File: src/rtl/alu_issue.sv
// rtl/alu_issue.sv - ALU operation decode plus DEPTH-entry in-order issue buffer.
// Ops are decoded at acceptance; the head entry is presented to the ALU with a valid/ready handshake.
module alu_issue #(
    parameter int DEPTH = 2
) (
    input  logic        clk,
    input  logic        rst_n,
    input  logic        in_valid,
    output logic        in_ready,
    input  logic [1:0]  in_aluop,
    input  logic [5:0]  in_funct,
    input  logic [31:0] in_a,
    input  logic [31:0] in_b,
    output logic        out_valid,
    input  logic        out_ready,
    output logic [31:0] out_a,
    output logic [31:0] out_b,
    output logic [3:0]  out_f,
    output logic        out_ill,
    output logic [7:0]  ill_cnt
);

    localparam int AW = (DEPTH > 2) ? $clog2(DEPTH) : 1;
    localparam logic [AW:0]   DEPTH_C = (AW + 1)'(DEPTH);
    localparam logic [AW:0]   CNT_ONE = (AW + 1)'(1);
    localparam logic [AW-1:0] PTR_ONE = AW'(1);

    logic [31:0] a_mem [DEPTH];
    logic [31:0] b_mem [DEPTH];
    logic [4:0]  fi_mem [DEPTH];

    logic [AW-1:0] wptr_q, wptr_d;
    logic [AW-1:0] rptr_q, rptr_d;
    logic [AW:0]   count_q, count_d;
    logic [7:0]    ill_cnt_q, ill_cnt_d;

    logic [3:0] dec_f;
    logic       dec_ill;
    logic       push, pop;

    // Illegal ops still carry a harmless add code so the ALU never sees an undefined function.
    always_comb begin
        dec_f   = 4'b0010;
        dec_ill = 1'b0;
        case (in_aluop)
            2'b00: dec_f = 4'b0010;
            2'b01: dec_f = 4'b0110;
            2'b10: begin
                case (in_funct)
                    6'b100000: dec_f = 4'b0010;
                    6'b100010: dec_f = 4'b0110;
                    6'b100100: dec_f = 4'b0000;
                    6'b100101: dec_f = 4'b0001;
                    6'b101010: dec_f = 4'b0111;
                    default:   dec_ill = 1'b1;
                endcase
            end
            default: dec_ill = 1'b1;
        endcase
    end

    assign in_ready  = (count_q < DEPTH_C);
    assign out_valid = (count_q != '0);
    assign push      = in_valid && in_ready;
    assign pop       = out_valid && out_ready;

    always_comb begin
        wptr_d    = push ? wptr_q + PTR_ONE : wptr_q;
        rptr_d    = pop ? rptr_q + PTR_ONE : rptr_q;
        count_d   = count_q;
        ill_cnt_d = ill_cnt_q;
        case ({push, pop})
            2'b10:   count_d = count_q + CNT_ONE;
            2'b01:   count_d = count_q - CNT_ONE;
            default: count_d = count_q;
        endcase
        if (push && dec_ill && (ill_cnt_q != 8'hFF)) begin
            ill_cnt_d = ill_cnt_q + 8'd1;
        end
    end

    always_ff @(posedge clk or negedge rst_n) begin
        if (!rst_n) begin
            wptr_q    <= '0;
            rptr_q    <= '0;
            count_q   <= '0;
            ill_cnt_q <= '0;
        end else begin
            wptr_q    <= wptr_d;
            rptr_q    <= rptr_d;
            count_q   <= count_d;
            ill_cnt_q <= ill_cnt_d;
        end
    end

    // Entry storage needs no reset: an empty buffer masks it at the outputs.
    always_ff @(posedge clk) begin
        if (push) begin
            a_mem[wptr_q]  <= in_a;
            b_mem[wptr_q]  <= in_b;
            fi_mem[wptr_q] <= {dec_f, dec_ill};
        end
    end

    assign out_a   = out_valid ? a_mem[rptr_q] : 32'd0;
    assign out_b   = out_valid ? b_mem[rptr_q] : 32'd0;
    assign out_f   = out_valid ? fi_mem[rptr_q][4:1] : 4'd0;
    assign out_ill = out_valid ? fi_mem[rptr_q][0] : 1'b0;
    assign ill_cnt = ill_cnt_q;

endmodule

File: config.mk
export PLATFORM = sky130hd
export DESIGN_NAME = alu_issue
export DESIGN_NICKNAME = d
export VERILOG_FILES = /design/src/rtl/alu_issue.sv
export SDC_FILE = /design/constraint.sdc
export NUM_CORES = 1
export LEC_CHECK = 0
export CORE_AREA = 5 5 146 148
export DETAILED_ROUTE_END_ITERATION = 8
export DIE_AREA = 0 0 151 153
export PLACE_DENSITY_LB_ADDON = 0.1
export SLEW_MARGIN = 40
export SYNTH_ARGS = -nofsm -noshare
export SYNTH_HDL_FRONTEND = slang
export SYNTH_SLANG_ARGS = --single-unit
export TNS_END_PERCENT = 100
File: constraint.sdc
create_clock -name clk -period 4.9 [get_ports clk]
set_input_delay 0.735 -clock clk [delete_from_list [all_inputs] [get_ports clk]]
set_output_delay 0.735 -clock clk [all_outputs]
set_load 0.02 [all_outputs]
==> qor.txt <==
run status: finished, final reports clean
RSZ-0062 raised after global routing: no
Cell Rows: 52
syn nets: 444
Syn-to-layout area delta: 42.9%
pwr dens: 619 nW/um^2
Post-Syn Area per Cell: 16.1 um^2
r2r setup slk: 2900 ps
H-tree level count: 4
min-delay worst type: flip-flop to flip-flop
Sum Neg Setup Slack: 0 ps
CP Capture Type: output pin
share of cells above drive strength 1: 8.35%
Worst Setup Path Type: flip-flop to output pin
final std cells w/o fill: 809
number of diodes: 0
Hold EP: ill_cnt[6]
Iter 0 DRT Violations: 115
Hold Vio Cnt, Final: 0
GRT Residual Overflow: 0
Worst-Margin Slew: 582 ps
# DRC: 0
Final HPWL DP: 8980 um
top-area cell type share of the netlist area: 69.8%
Synth warnings: 0
origin of the worst setup path: count_q[0]
Final ANT Viol Nets: 0
Max Clk Rate: 0.306 GHz
I/O pins: 155
Max transition margin: 61.1%
Data arrival, critical path: 2530 ps
first-pass GRT wire length: 20200 um
drt wl/cell: 16.3 um
number of synthesized register bits: 148
Lkg Pwr: 0.00308 uW
max-capacitance violation count: 0
Clock Pin Slew Worst Setup and Hold Paths: 70 ps
Die X: 151 um
# nets final: 608
most frequent cell after synthesis: edfxtp_1
aggregate global-route resource usage: 11.5%
Synth area leader: edfxtp_1
Worst Path Max Fanout: 38
initial antenna violation count: 1
CTS Hold Bufs: 0
CTS tree: yes
Worst Hold Depth: 1
Post-Route WL: 13200 um
Die ar.: 23100 um^2
PostCTS Resize Cnt: 0
Final min period: 3270 ps
CTS sink cnt: 148
Hold Startpoint: ill_cnt[6]
largest net degree at the start of global routing: 39
Worst Reg-to-Reg Cells: 5
port bufs: 153
vias in the first global route: 3741
clk_skew: 12.9 ps
core area: 19900 um^2
Setup violations, final: 0
register area share after synthesis: 74.9%
placed instance count: 777
Clock Path Buffers: 2
vias per cell: 4.25
die height: 153 um
worst skew pair latency: 420 ps
Yosys cell types: 33
Worst R2R End: b_mem[0][31]
final core occ: 42.0%
crit path launch type: flip-flop
Final Max Tran Viols: 0
Setup Fix Bufs, Post-CTS: 0
synth cell count leaders: 136 x edfxtp_1, 73 x nor2_1, 69 x mux2i_1, 12 x dfrtp_1
worst r2r src: count_q[1]
Root Buffer: clkbuf_16
Req. time, crit path: 4160 ps
GPL Wtd Cong: 0.719
Vias: 3435
fin crit share: 66.6%
ys flop type: edfxtp_1
post-synthesis async set-or-reset flop share: 8.11%
synth top area cells: edfxtp_1 70%, mux2i_1 12%, dfrtp_1 5.1%
maximum VDD drop: 263 uV
Synth Instances: 363
Mapped Area: 5850 um^2
1st-pass router iterations: 4
EDFF count, synth: 136
CTS Buf Count: 17
Initial Utilization: 29.4%
==> cells by family (layout without fill, tap and decap cells) <==
group	count (synthesis)	after routing	synth area share [%]
buffers and inverters	22	198	1.80
and+or+nand+nor	100	100	7.65
muxes	70	70	12.0
other	1	1	0.0641
adders and majority gates	5	5	1.07
DFF	148	148	74.9
AOI/OAI and AO/OA	5	5	0.706
xor gates and xnor gates	12	12	1.80
==> metrics by stage <==
| step | power, uW | hold slack, ps | cell area (um^2) | setup slack [ps] |
|---|---|---|---|---|
| after global placement | 3930 | 494 | 7690 | 1720 |
| final | 5170 | 510 | 8360 | 1630 |
| after CTS | 5260 | 510 | 8350 | 1290 |
| after global routing | 5460 | 525 | 8360 | 1480 |
| after floorplan | 2950 | 439 | 5850 | 477 |
| after detailed placement | 3990 | 498 | 7780 | 1740 |
==> metal layers <==
| metal | GRT usage, % | routed length (um) | up-vias |
|---|---|---|---|
| met3 | 3.79 | 801 | 23 |
| met2 | 18.6 | 6280 | 106 |
| li1 | - | - | 1658 |
| met1 | 14.1 | 5890 | 1646 |
| met4 | 4.66 | 217 | 2 |
| met5 | 0 | 20 | - |
==> layout by cell type, fill, tap and decap left out, types with 3 or more instances in the layout <==
master,synthesis,layout
clkdlybuf4s50_1,0,153
edfxtp_1,136,136
nor2_1,73,71
mux2i_1,69,69
clkbuf_16,0,17
dfrtp_1,12,11
xor2_1,9,9
inv_1,5,5
nand2_1,5,5
nand3_1,5,5
ha_1,5,5
buf_12,0,4
nor2b_1,3,3
nor3b_1,3,3
xnor2_1,3,3
clkinv_4,0,3
buf_8,0,3
==> where the power goes <==
part	switching [uW]	internal, uW
registers	128	1660
logic	1150	988
clock network	502	748
==> cell type report <==
class | instances | area [um^2]
clock buffer | 19 | 433
clock inverter | 12 | 133
fill | 1888 | 11500
inverter | 5 | 18.8
multi-input combinational | 193 | 1380
sequential | 148 | 4390
tap | 270 | 338
timing repair buffer | 162 | 1670
==> worst max-delay path by stage <==
stage | cells past startpoint | slack, ps | end
after detailed placement | 4 | 1740 | out_a[19]
final | 5 | 1630 | out_f[0]
after global placement | 5 | 1720 | a_mem[0][2]
after global routing | 5 | 1480 | out_ill
after floorplan | 3 | 480 | a_mem[0][0]
after CTS | 4 | 1290 | out_a[19]
==> critical path: stages (launching register included) <==
cell	delay (ps)
dfrtp_1	440
nor2_4	280
buf_8	230
buf_4	420
nor2_1	140
clkdlybuf4s50_1	570
==> flip-flops by register name, summed over array words and instances, names as in the netlist <==
name and cells:
count_q 2, b_mem 64, ill_cnt 8, rptr_q 1
a_mem 64, wptr_q 1, fi_mem 8
Note: power is estimated with default switching activity, not from simulation.
